`config.mk`:
```
export PLATFORM = sky130hd
export DESIGN_NAME = memory_stage
export DESIGN_NICKNAME = d
export VERILOG_FILES = /design/src/rtl/wisc_pipe_pkg.sv /design/src/rtl/mem_wb_latch.sv /design/src/rtl/memory_stage.sv
export SDC_FILE = /design/constraint.sdc
export NUM_CORES = 1
export LEC_CHECK = 0
export BUFFER_PORTS_ARGS = -buffer_cell sky130_fd_sc_hd__clkbuf_2
export CORE_UTILIZATION = 46
export DETAILED_ROUTE_END_ITERATION = 8
export GPL_ROUTABILITY_DRIVEN = 0
export PLACE_DENSITY = 0.86
export SLEW_MARGIN = 20
export SYNTH_ARGS = -nofsm -noshare
export SYNTH_HDL_FRONTEND = slang
export SYNTH_SLANG_ARGS = --single-unit
```
`constraint.sdc`:
```
create_clock -name clk -period 4.3 [get_ports clk]
set_input_delay 0.43 -clock clk [delete_from_list [all_inputs] [get_ports clk]]
set_output_delay 0.43 -clock clk [all_outputs]
set_load 0.02 [all_outputs]
```
`src/rtl/wisc_pipe_pkg.sv`:
```
// Shared definitions for the WISC pipeline: data/register widths, the
// MEM-stage wait-counter width, MEM FSM state encodings and the
// writeback/forwarding data select used by MEM/WB consumers.
package wisc_pipe_pkg;

  localparam int DATA_W     = 16;
  localparam int REG_W      = 3;
  localparam int MEM_WAIT_W = 4;

  // MEM-stage access FSM encodings (kept as plain constants for legacy tools)
  localparam logic [0:0] ST_IDLE = 1'b0;
  localparam logic [0:0] ST_WAIT = 1'b1;

  // Writeback data as seen by WB and by the execute-stage forwarding unit
  function automatic logic [DATA_W-1:0] wb_select(input logic              sel,
                                                  input logic [DATA_W-1:0] mem_data,
                                                  input logic [DATA_W-1:0] alu_data);
    return sel ? mem_data : alu_data;
  endfunction

endpackage

```
`src/rtl/mem_wb_latch.sv`:
```
// MEM/WB pipeline latch. On capture it loads the instruction fields; the
// register-write and halt flags are qualified by i_valid so dropped or
// bubbled instructions never retire. When not capturing it inserts a
// bubble: write/halt flags clear, data fields hold. Load data only updates
// when the captured instruction actually completed a memory read.
module mem_wb_latch
  import wisc_pipe_pkg::*;
(
  input  logic              clk,
  input  logic              rst,
  input  logic              i_capture,
  input  logic              i_valid,
  input  logic              i_load_mem,
  input  logic [DATA_W-1:0] i_alu_result,
  input  logic [REG_W-1:0]  i_wr,
  input  logic              i_write_to_reg,
  input  logic              i_reg_write_data_sel,
  input  logic              i_halt,
  input  logic [DATA_W-1:0] i_mem_data,
  output logic [DATA_W-1:0] o_mem_data,
  output logic [DATA_W-1:0] o_alu_result,
  output logic [REG_W-1:0]  o_wr,
  output logic              o_write_to_reg,
  output logic              o_reg_write_data_sel,
  output logic              o_halt
);

  logic [DATA_W-1:0] r_mem_data;
  logic [DATA_W-1:0] r_alu_result;
  logic [REG_W-1:0]  r_wr;
  logic              r_write_to_reg;
  logic              r_reg_write_data_sel;
  logic              r_halt;

  // Capture the instruction or insert a bubble, every cycle
  // NOTE: sequential state uses <= so every flop samples pre-edge values.
  always_ff @(posedge clk or posedge rst) begin
    if (rst) begin
      r_mem_data           <= '0;
      r_alu_result         <= '0;
      r_wr                 <= '0;
      r_write_to_reg       <= 1'b0;
      r_reg_write_data_sel <= 1'b0;
      r_halt               <= 1'b0;
    end else if (i_capture) begin
      r_alu_result         <= i_alu_result;
      r_wr                 <= i_wr;
      r_reg_write_data_sel <= i_reg_write_data_sel;
      r_write_to_reg       <= i_write_to_reg & i_valid;
      r_halt               <= i_halt & i_valid;
      if (i_load_mem) begin
        r_mem_data <= i_mem_data;
      end
    end else begin
      r_write_to_reg <= 1'b0;
      r_halt         <= 1'b0;
    end
  end

  assign o_mem_data           = r_mem_data;
  assign o_alu_result         = r_alu_result;
  assign o_wr                 = r_wr;
  assign o_write_to_reg       = r_write_to_reg;
  assign o_reg_write_data_sel = r_reg_write_data_sel;
  assign o_halt               = r_halt;

endmodule

```
`src/rtl/memory_stage.sv`:
```
// Pipeline MEM stage. Issues one-cycle read/write request pulses to a
// multi-cycle data memory, stalls upstream until Mem_Done, times out after
// MAX_WAIT stall cycles, and owns the MEM/WB latch plus the MW-side
// forwarding outputs.
// Build option: define MEM_STAGE_ALIGN_CHECK_EN to reject odd addresses
// (no request, sticky err, instruction dropped as a bubble).
module memory_stage
  import wisc_pipe_pkg::*;
#(
  parameter int MAX_WAIT = 15
) (
  input  logic              clk,
  input  logic              rst,
  input  logic              Valid_In,
  input  logic [DATA_W-1:0] ALUResult_In,
  input  logic [DATA_W-1:0] RD2_In,
  input  logic              MemReadEn_In,
  input  logic              MemWriteEn_In,
  input  logic [REG_W-1:0]  WR_In,
  input  logic              WriteToReg_In,
  input  logic              RegWriteDataSel_In,
  input  logic              Halt_In,
  output logic [DATA_W-1:0] Mem_Addr,
  output logic [DATA_W-1:0] Mem_WrData,
  output logic              Mem_Rd,
  output logic              Mem_Wr,
  input  logic [DATA_W-1:0] Mem_RdData,
  input  logic              Mem_Done,
  output logic              Stall_Out,
  output logic [DATA_W-1:0] MemData_Out,
  output logic [DATA_W-1:0] ALUResult_Out,
  output logic [REG_W-1:0]  MWRd,
  output logic              MWWriteToReg,
  output logic              RegWriteDataSel_Out,
  output logic              Halt_Out,
  output logic [DATA_W-1:0] MForward,
  output logic              err
);

  // Counter value on the last tolerated wait cycle; one more miss is a timeout
  localparam logic [MEM_WAIT_W-1:0] LAST_WAIT = MEM_WAIT_W'(MAX_WAIT - 1);

  logic [0:0]            r_state;
  logic [MEM_WAIT_W-1:0] r_cnt;
  logic                  r_halted;
  logic                  r_err;

  logic w_access;
  logic w_conflict;
  logic w_is_read;
  logic w_is_write;
  logic w_misalign;
  logic w_req;
  logic w_stall;
  logic w_timeout;
  logic w_rd_pulse;
  logic w_wr_pulse;
  logic w_drop;
  logic w_capture;
  logic w_cap_valid;
  logic w_load_mem;

  // Address and store data go straight through; the memory qualifies them
  assign Mem_Addr   = ALUResult_In;
  assign Mem_WrData = RD2_In;

  assign w_access   = Valid_In & (MemReadEn_In | MemWriteEn_In) & ~r_halted;
  // A read+write conflict is resolved as a write and flagged
  assign w_conflict = w_access & MemReadEn_In & MemWriteEn_In;
  assign w_is_write = MemWriteEn_In;
  assign w_is_read  = MemReadEn_In & ~MemWriteEn_In;

`ifdef MEM_STAGE_ALIGN_CHECK_EN
  assign w_misalign = w_access & ALUResult_In[0];
`else
  assign w_misalign = 1'b0;
`endif

  assign w_req = w_access & ~w_misalign;

  // Request pulses, stall and timeout decode from the access FSM
  // NOTE: every always_comb output gets a default first, so no latch is inferred.
  always_comb begin
    w_stall    = 1'b0;
    w_timeout  = 1'b0;
    w_rd_pulse = 1'b0;
    w_wr_pulse = 1'b0;
    if (r_state == ST_IDLE) begin
      w_rd_pulse = w_req & w_is_read;
      w_wr_pulse = w_req & w_is_write;
      w_stall    = w_req & ~Mem_Done;
    end else if (!Mem_Done) begin
      if (r_cnt == LAST_WAIT) begin
        w_timeout = 1'b1;
      end else begin
        w_stall = 1'b1;
      end
    end
  end

  // Handshake outputs are forced quiet while reset is held
  assign Mem_Rd    = w_rd_pulse & ~rst;
  assign Mem_Wr    = w_wr_pulse & ~rst;
  assign Stall_Out = w_stall & ~rst;

  // Timed-out or misaligned instructions are released upstream but retire as bubbles
  assign w_drop      = w_timeout | w_misalign;
  assign w_capture   = ~w_stall;
  assign w_cap_valid = Valid_In & ~r_halted & ~w_drop;
  // Upstream is frozen in WAIT, so w_req still describes the outstanding access
  assign w_load_mem  = w_req & w_is_read & Mem_Done & ~w_drop;

  // Access FSM and wait-state counter
  always_ff @(posedge clk or posedge rst) begin
    if (rst) begin
      r_state <= ST_IDLE;
      r_cnt   <= '0;
    end else begin
      case (r_state)
        ST_IDLE: begin
          if (w_req && !Mem_Done) begin
            r_state <= ST_WAIT;
            r_cnt   <= '0;
          end
        end
        default: begin
          if (Mem_Done || w_timeout) begin
            r_state <= ST_IDLE;
            r_cnt   <= '0;
          end else begin
            r_cnt <= r_cnt + 1'b1;
          end
        end
      endcase
    end
  end

  // Sticky halt: once a valid HALT retires, no further accesses or writes
  always_ff @(posedge clk or posedge rst) begin
    if (rst) begin
      r_halted <= 1'b0;
    end else if (w_capture && w_cap_valid && Halt_In) begin
      r_halted <= 1'b1;
    end
  end

  // Sticky error: read/write conflict, memory timeout, misaligned access
  always_ff @(posedge clk or posedge rst) begin
    if (rst) begin
      r_err <= 1'b0;
    end else if (w_conflict || w_timeout || w_misalign) begin
      r_err <= 1'b1;
    end
  end

  assign err = r_err;

  mem_wb_latch u_mem_wb_latch (
    .clk                  (clk),
    .rst                  (rst),
    .i_capture            (w_capture),
    .i_valid              (w_cap_valid),
    .i_load_mem           (w_load_mem),
    .i_alu_result         (ALUResult_In),
    .i_wr                 (WR_In),
    .i_write_to_reg       (WriteToReg_In),
    .i_reg_write_data_sel (RegWriteDataSel_In),
    .i_halt               (Halt_In),
    .i_mem_data           (Mem_RdData),
    .o_mem_data           (MemData_Out),
    .o_alu_result         (ALUResult_Out),
    .o_wr                 (MWRd),
    .o_write_to_reg       (MWWriteToReg),
    .o_reg_write_data_sel (RegWriteDataSel_Out),
    .o_halt               (Halt_Out)
  );

  assign MForward = wb_select(RegWriteDataSel_Out, MemData_Out, ALUResult_Out);

endmodule
```
### Word level (Yosys, flattened, before mapping)

Index checks and enable logic that the tools add are counted.

| word-level totals | value |
|---|---|
| register bits | 45 |
| bits of input ports | 60 |
| output and inout port bits | 90 |
| logic and storage cells | 61 |

| cells by class | value |
|---|---|
| add/subtract/negate cells | 1 |
| eq/ne operators | 1 |
| multiplexer cells | 17 |
| bitwise operators | 24 |
| reduce and logical (&&, ||, !) cells | 8 |

Operators by type and width:

| operator | count |
|---|---|
| 1-bit bitwise AND | 17 |
| 16-bit two-way mux | 1 |
| 1-bit two-way mux | 13 |
| 4-bit two-way mux | 3 |
| 1-bit NOT | 6 |
| 4-bit by 1-bit adder with 4-bit output, second input constant | 1 |
| 4-bit equality test, second input constant | 1 |
| 1-bit logical AND | 3 |
| 1-bit logical OR | 2 |
| 2-bit AND reduction | 1 |
| 2-bit nonzero test | 1 |
| 1-bit logical NOT | 1 |
| 1-bit OR | 1 |

### Depth between registers and ports, before layout

Gate-level depths: netlist (run 1).

| depth | value |
|---|---|
| depth in word-level cells | 8 |
| mapped depth | 6 |
| mapped depth without buffers | 5 |

### Hierarchy

A second synthesis (run 1) with hierarchy kept.

| second synthesis, totals | value |
|---|---|
| cells, all modules | 179 |
| area, all modules | 2309.7 um^2 |

Modules (own cells, without submodules):

| module | times used | cells an instance | area each (um^2) | sequential area each (um^2) |
|---|---|---|---|---|
| mem_wb_latch | 1 | 82 | 1452.6 | 950.9 |
| memory_stage | 1 | 97 | 857.1 | 175.2 |

### Worst setup path after synthesis (run 1)

OpenSTA, ideal clock, no wires.

| timing path | value |
|---|---|
| path kind | input port to output port |
| start point | input port rst |
| end point | output port Mem_Wr |
| arrival time | 1.850 ns |
| data required time | 3.870 ns |
| path slack | 2.020 ns |
| stages | 2 |
| path buffers | 0 |
| cells stage by stage | inv_1 -> and4_1 |

| between the ends | value |
|---|---|
| longest elaborated chain between the ends | 2 |

RTL lines:

| element | RTL line | text |
|---|---|---|
| start: declaration | memory_stage.sv:13 | `input logic rst,` |
| 1-bit NOT | memory_stage.sv:103 | `assign Mem_Wr = w_wr_pulse & ~rst;` |
| 1-bit bitwise AND | memory_stage.sv:103 |  |
| end: declaration | memory_stage.sv:26 | `output logic Mem_Wr,` |

No other way between the ends.

### Worst setup path in the final report (run 1)

| timing path | value |
|---|---|
| start point | register r_cnt[0] |
| end point | output port Stall_Out |

| between the ends | value |
|---|---|
| longest elaborated chain between the ends | 5 |

RTL lines:

| element | RTL line | text |
|---|---|---|
| start: declaration | memory_stage.sv:44 | `logic [MEM_WAIT_W-1:0] r_cnt;` |
| start signal: assignment | memory_stage.sv:131 | `r_cnt <= r_cnt + 1'b1;` |
| 4-bit equality test | memory_stage.sv:93 | `if (r_cnt == LAST_WAIT) begin` |
| 1-bit two-way mux | memory_stage.sv:93 |  |
| 1-bit two-way mux | memory_stage.sv:92 | `end else if (!Mem_Done) begin` |
| 1-bit two-way mux | memory_stage.sv:88 | `if (r_state == ST_IDLE) begin` |
| 1-bit bitwise AND | memory_stage.sv:104 | `assign Stall_Out = w_stall & ~rst;` |
| end: declaration | memory_stage.sv:29 | `output logic Stall_Out,` |

No other way between the ends.

==> summary.md, run 1 <==
| Metric | Value |
|---|---|
| Clock root cell | `clkbuf_8` |
| Util after Layout | `59.0%` |
| Area of the die | `5340 um2` |
| Setup Skew | `0.0121 ns` |
| Slew @ Worst Pin | `0.930 ns` |
| Area growth, synth to finish | `21.6%` |
| Wl on met1 | `1.90 mm` |
| Top Layer Used | `met4` |
| Port-buffer cells | `117` |
| Worst setup SP type | `flip-flop` |
| Pins Over Slew Limit | `0` |
| Sw Share | `30.9%` |
| Largest net degree at the start of global routing | `47` |
| Critical path's slowest cell | `a2bb2oi_4` |
| Simple-Gate Fraction of Synth Area | `6.20%` |
| Initial antenna violation count | `0` |
| Die Y | `73.1 um` |
| Maximum vdd drop | `0.000269 V` |
| P_sw | `0.313 mW` |
| Num rows | `25` |
| 1st-iter DRT viols | `27` |
| Vias in the first global route | `1597` |
| Yosys cell types | `30` |
| Largest family of logic cells by synthesized area | `multiplexers` |
| RSZ-0062 raised after global routing | `false` |
| Core area | `4790 um2` |
| Internal power | `0.698 mW` |
| Yosys warnings | `0` |
| Initial core utilization | `48.5%` |
| Combinational share of power | `24.3%` |
| Clk sinks | `45` |
| PostCTS Resize Cnt | `0` |
| CTS Buf Count | `5` |
| Wire per inst | `13.8 um` |
| Final WL | `4.54 mm` |
| Final worst path period need | `2.68 ns` |
| Synthesized area | `2320 um2` |
| Synth Area in Compound Gates | `3.13%` |
| CP max stage delay | `0.81 ns` |
| Fin. Hold Viols | `0` |
| Post-synthesis adder-cell area fraction | `1.08%` |
| Worst R2R Start | `r_cnt[0]` |
| # setup viols final | `0` |
| Most common cell after layout, fill and taps aside | `clkbuf_2` |
| Via density | `4.85` |
| Sequential area share after synthesis | `48.5%` |
| Avg Inst Size Synth | `13.3 um2` |
| CTS tree | `done` |
| Layout cells sized above 1 | `68.8%` |
| Seq cells post-synth | `45` |
| DRC Markers | `0` |
| Worst skew pair latency | `0.30 ns` |
| F_max | `373 MHz` |
| IO Count | `150` |
| Leakage | `1.55 nW` |
| Status | `finished clean` |
| Final instance area | `2820 um2` |
| Worst-path cell chain | `inv_1 > ha_1 > nand3_1 > a2bb2oi_4 > nor2_1 > clkbuf_2` |
| Pre-antenna DRT Iters | `4` |
| GRT Resource Usage Total | `17.8%` |
| Vias | `1602` |
| N_diodes | `0` |
| Post-Synthesis Cells | `175` |
| Synthesized Nets | `237` |
| Slew headroom | `37.8%` |
| DR WL met2 | `2.29 mm` |
| Reg clk slew, reported paths | `0.08 ns` |
| Met3 wire length | `278 um` |
| Crit Path Max Fanout | `22` |
| Routed Antenna Nets | `0` |
| First-pass GRT wire length | `7.11 mm` |
| Most frequent cells in the layout | `clkbuf_2, dfrtp_1, mux2_2, mux2_4` |
| R2R setup slack | `2.08 ns` |
| Mux contribution to synthesized area | `28.1%` |
| Final TNS setup | `0 ns` |
| Max H-tree Level | `2` |
| Die width | `73.1 um` |
| XOR/XNOR Fraction of Synth Area | `0%` |
| Reg2reg end | `u_mem_wb_latch.o_wr[0]` |
| Final Cycle Share | `62.3%` |
| Critical setup path kind | `reg2out` |
| Critical Path RT | `3.87 ns` |
| Longest Clk Path Bufs | `2` |
| Worst Path Arrival | `2.25 ns` |
| Clk network pwr share | `26.6%` |
| Pwr Density | `358 nW/um2` |
| DP Wirelength | `3.40 mm` |
| Setup Buffers After CTS | `0` |
| R2R depth | `5` |
| Maximum capacitance violations | `0` |
| HP Class | `in2async` |
| Hold_buf cts | `0` |
| Sequential share of power | `49.2%` |
| Layout Nets | `324` |
| CP endpoint kind | `output port` |
| Overflow after GRT | `0` |
| Placed Area | `2730 um2` |
==> synthesized netlist by cell type <==
master | count | area, um2
a21oi_1 | 1 | 5.00
a2bb2oi_2 | 1 | 15.0
a31oi_1 | 1 | 6.26
and4_1 | 1 | 8.76
buf_2 | 1 | 5.00
buf_4 | 32 | 240
buf_6 | 2 | 22.5
clkbuf_1 | 2 | 7.51
dfrtp_1 | 45 | 1130
ha_1 | 2 | 25.0
inv_1 | 7 | 26.3
mux2_2 | 34 | 383
mux2_4 | 18 | 270
nand2_1 | 3 | 11.3
nand2b_1 | 2 | 12.5
nand3_1 | 4 | 20.0
nand4_1 | 1 | 6.26
nand4b_1 | 1 | 8.76
nand4b_2 | 1 | 15.0
nor2_1 | 2 | 7.51
nor2b_1 | 2 | 12.5
nor3b_1 | 2 | 15.0
nor4_1 | 1 | 6.26
o211ai_1 | 2 | 15.0
o21ai_0 | 2 | 10.0
o21bai_1 | 1 | 7.51
o22ai_1 | 1 | 6.26
o31ai_1 | 1 | 7.51
or3_1 | 1 | 6.26
or4b_4 | 1 | 13.8
==> per-layer routing <==
layer / vias up / global-route usage (%)
met5: - / 0
li1: 757 / -
met4: 0 / 9.15
met1: 759 / 20.7
met2: 80 / 30.9
met3: 6 / 3.59
==> layout make-up <==
type / instances / area (um2)
clock buffer: 6 / 82.6
clock inverter: 2 / 13.8
fill: 400 / 1960
inverter: 7 / 26.3
multi-input combinational: 86 / 906
sequential: 45 / 1130
tap: 67 / 83.8
timing repair buffer: 117 / 586
==> worst max-delay path by stage <==
stage	startpoint	end	slack [ns]	cells after the start
3_3_place_gp	r_cnt[0]	Stall_Out	1.99	6
4_1_cts	r_cnt[0]	Stall_Out	1.59	6
3_5_place_dp	r_cnt[0]	Stall_Out	1.93	6
5_1_grt	r_cnt[0]	Stall_Out	1.41	6
2_1_floorplan	rst	Mem_Wr	2.02	2
6_report	r_cnt[0]	Stall_Out	1.62	6
==> critical path: cells and delay by family (launching register included) <==
family / cells / cell delay, ns
AOI/OAI and AO/OA: 1 / 0.81
adders and majority gates: 1 / 0.15
buffers and inverters: 2 / 0.29
DFF: 1 / 0.41
and+or+nand+nor: 2 / 0.29
==> through the flow <==
step                      cells  worst slack [ns]  hold WS (ns)  total power, mW
after floorplan             175              2.02         0.481            0.685
after global placement      322              1.99         0.493            0.746
after detailed placement    322              1.93         0.497            0.753
after CTS                   330              1.59         0.352             1.02
after global routing        330              1.41         0.352             1.07
final                       330              1.62         0.336             1.01
==> logic make-up (layout without fill, tap and decap cells) <==
logic type,count (synthesis),count (layout)
flip-flops,45,45
AO/OA/AOI/OAI,10,10
multiplexers,52,52
buffers and inverters,44,132
AND/OR/NAND/NOR,22,22
adder cells (fa/ha/maj),2,2
==> power groups by stage <==
stage	combinational, mW	clock [mW]	sequential [mW]
6_report	0.245	0.269	0.497
3_5_place_dp	0.248	0	0.505
4_1_cts	0.249	0.277	0.497
2_1_floorplan	0.146	0	0.539
3_3_place_gp	0.243	0	0.503
5_1_grt	0.265	0.298	0.504
Power figures use the tool's default switching activity.
==> inputs of run 2 (changes only) <==
- ABC_AREA: default -> 1
- CORE_UTILIZATION: 46 -> 43
- PLACE_DENSITY: 0.86 -> 0.81
- clock period: 4.3 -> 2.6 ns (I/O delays scaled with it)
==> run 2 against run 1 <==
Core utilization is 4.3 points lower. Non-clock buffer count stayed put. Global-route usage is 1.4 points higher. Critical path depth is 4 lower. Register-to-register slack worse by 1.2 ns. Area after synthesis is 2.7% higher. Clock skew is 0.0042 ns lower. Worst setup slack worse by 1.0 ns. Cell area is 1.5% higher. Die area is 9.6% higher. First-iteration DRC count grew to 3.3 times the previous value. Sequential power is 49% higher. Largest power group unchanged.
==> summary.md, run 2 <==
| Metric | Value |
|---|---|
| N_diodes | `0 (unchanged)` |
| Port-buffer cells | `117 (unchanged)` |
| Slew headroom | `38.7% (+0.86 points)` |
| Pre-antenna DRT Iters | `5 (+1)` |
| DP Wirelength | `3.85 mm (+13%)` |
| Critical setup path kind | `reg2out` |
| Die Y | `76.5 um (+4.7%)` |
| Yosys warnings | `0 (unchanged)` |
| Hold_buf cts | `0 (unchanged)` |
| Largest net degree at the start of global routing | `46 (-2.1%)` |
| Crit path max-delay family | `flip-flops` |
| 1st-iter DRT viols | `90 (+230%)` |
| Buf+Inv Stages, Crit Path | `1 (-1)` |
| RSZ-0062 raised after global routing | `false` |
| Post-synth top area share | `47.2% (-1.3 points)` |
| Overflow after GRT | `0 (unchanged)` |
| Area leader, netlist | `dfrtp_1` |
| Max H-tree Level | `2 (unchanged)` |
| R2R depth | `3 (-2)` |
| Worst-path cell chain | `mux2_2 > clkbuf_2` |
| Worst Path Arrival | `1.74 ns (-0.51 ns)` |
| CTS tree | `done` |
| Final worst path period need | `2.00 ns` |
| Leakage | `1.64 nW (+5.9%)` |
| HP Class | `in2reg` |
| IO Count | `150 (unchanged)` |
| Maximum vdd drop | `0.000293 V (+9.1%)` |
| Area contributors post-synth | `dfrtp_1, buf_4, nand2_1` |
| CTS Buf Count | `5 (unchanged)` |
| Yosys cell types | `26 (-13%)` |
| # setup viols final | `0 (unchanged)` |
| Maximum capacitance violations | `0 (unchanged)` |
| Reg clk slew, reported paths | `0.09 ns (about the same)` |
| Setup Buffers After CTS | `0 (unchanged)` |
| Worst skew pair latency | `0.29 ns (about the same)` |
| Min Hold Slack | `0.190 ns (-0.146 ns)` |
| Layout Nets | `407 (+26%)` |
| Post-synth EDFFs | `0 (unchanged)` |
| Critical Path RT | `2.34 ns (-1.53 ns)` |
| Crit Path Max Fanout | `18 (-18%)` |
| Post-Synthesis Cells | `264 (+51%)` |
| Most frequent cells in the layout | `clkbuf_2, nand2_1, dfrtp_1, nand3_1, inv_1` |
| Worst hold path depth | `3` |
| Worst Slack Setup Final | `0.605 ns (-1.02 ns)` |
| Layout cells sized above 1 | `43.6% (-25 points)` |
| Slew @ Worst Pin | `0.919 ns (-0.0109 ns)` |
| Synthesized area | `2380 um2 (+2.7%)` |
| Pre-CTS WS | `0.841 ns (-1.09 ns)` |
| Longest Clk Path Bufs | `2 (unchanged)` |
| Worst setup SP type | `flip-flop` |
| Synthesized Nets | `326 (+38%)` |
| Area of the die | `5850 um2 (+9.6%)` |
| Avg Inst Size Synth | `9.03 um2 (-32%)` |
| Final TNS setup | `0 ns (unchanged)` |
| CP max stage delay | `0.86 ns (+0.05 ns)` |
| Vias | `1978 (+23%)` |
| Final Cycle Share | `76.7%` |
| Seq cells post-synth | `45 (unchanged)` |
| Clock root cell | `clkbuf_8` |
| Num rows | `26 (+4.0%)` |
| Initial antenna violation count | `0 (unchanged)` |
| Fin. Hold Viols | `0 (unchanged)` |
| Sequential area share after synthesis | `47.2% (-1.3 points)` |
| Pwr Density | `518 nW/um2 (+45%)` |
| Commonest cells post-synth | `nand2_1, dfrtp_1, buf_4, nand3_1, inv_1` |
| Final WL | `5.44 mm (+20%)` |
| Total power | `1.49 mW (+47%)` |
| GRT Resource Usage Total | `19.2% (+1.4 points)` |
| Setup Skew | `0.00790 ns (-0.00424 ns)` |
| Count leader, synth | `nand2_1` |
| Vias in the first global route | `1899 (+19%)` |
| Die width | `76.5 um (+4.7%)` |
| Routed Antenna Nets | `0 (unchanged)` |
| Most common cell after layout, fill and taps aside | `clkbuf_2` |
| Core area | `5240 um2 (+9.4%)` |
| Area growth, synth to finish | `20.1%` |
| PostCTS Resize Cnt | `0 (unchanged)` |
| CP endpoint kind | `output port` |
| WP depth | `2 (-4)` |
| Fraction of registers with async set/reset | `100% (unchanged)` |
| Pins Over Slew Limit | `0 (unchanged)` |
| Initial core utilization | `45.5% (-3.0 points)` |
| F_max | `501 MHz` |
| Top_reg_cell synth | `dfrtp_1` |
| First-pass GRT wire length | `8.89 mm (+25%)` |
| Clk sinks | `45 (unchanged)` |
| Via density | `4.75 (-2.1%)` |
| Critical path's slowest cell | `dfrtp_1` |
| DRC Markers | `0 (unchanged)` |
| Wire per inst | `13.1 um (-5.0%)` |
| Status | `finished clean` |
==> run 2: cell count changes after synthesis, sizes merged, moves of 8 or more <==
cell / delta
nand3: +26
nand2: +65
buf: +8
o21ai: +17
mux2: -36
inv: +20
==> run 2: cell type report <==
type | instances | area [um2]
Inverter | 27 | 101
Multi-Input combinational cell | 149 | 845
Tap cell | 70 | 87.6
Timing Repair Buffer | 117 | 586
Clock buffer | 6 | 82.6
Fill cell | 487 | 2370
Clock inverter | 2 | 37.5
Sequential cell | 45 | 1130
==> run 2: per-stage QoR <==
stage | std cells | cell area, um2 | util [%]
3_5_place_dp | 408 | 2750 | 52.4
5_1_grt | 416 | 2870 | 54.7
3_3_place_gp | 408 | 2750 | 52.4
4_1_cts | 416 | 2870 | 54.7
6_report | 416 | 2870 | 54.7
2_1_floorplan | 264 | 2380 | -
==> run 2: final timing paths <==
| kind | start | endpoint | slack, ns |
|---|---|---|---|
| worst max register to register | r_halted | u_mem_wb_latch.o_mem_data[7] | 0.87 |
| worst max-delay path | u_mem_wb_latch.o_reg_write_data_sel | MForward[12] | 0.60 |
| max in group asynchronous | rst | u_mem_wb_latch.o_mem_data[1] | 1.83 |
| worst min-delay path | Mem_RdData[5] | u_mem_wb_latch.o_mem_data[5] | 0.19 |
| min in group asynchronous | rst | u_mem_wb_latch.o_alu_result[12] | 0.20 |
| worst min register to register | u_mem_wb_latch.o_wr[0] | u_mem_wb_latch.o_wr[0] | 0.48 |
==> run 2: layer usage <==
layer	vias to the layer above	track usage, %	share of wire (%)
met3	14	2.40	5.0
met1	919	23.7	43
li1	972	-	-
met5	-	0	0
met2	73	33.3	51
met4	0	8.46	1.6
==> run 2: cell families after synthesis <==
| kind of cell | share of synthesized area [%] |
|---|---|
| xor+xnor | 0.735 |
| compound gates | 4.62 |
| simple gates | 21.5 |
| buf+inv | 17.4 |
| mux | 7.55 |
| fa+ha+maj | 1.05 |
| flops | 47.2 |
==> run 2: where the power goes <==
group | switching, mW | internal, mW
logic | 0.126 | 0.0806
registers | 0.0206 | 0.719
clock network | 0.227 | 0.312
total | 0.373 | 1.11
==> run 2: worst min-delay path, cell delays in order <==
cell      delay, ns
clkbuf_2       0.08
inv_1          0.04
o21ai_0        0.07
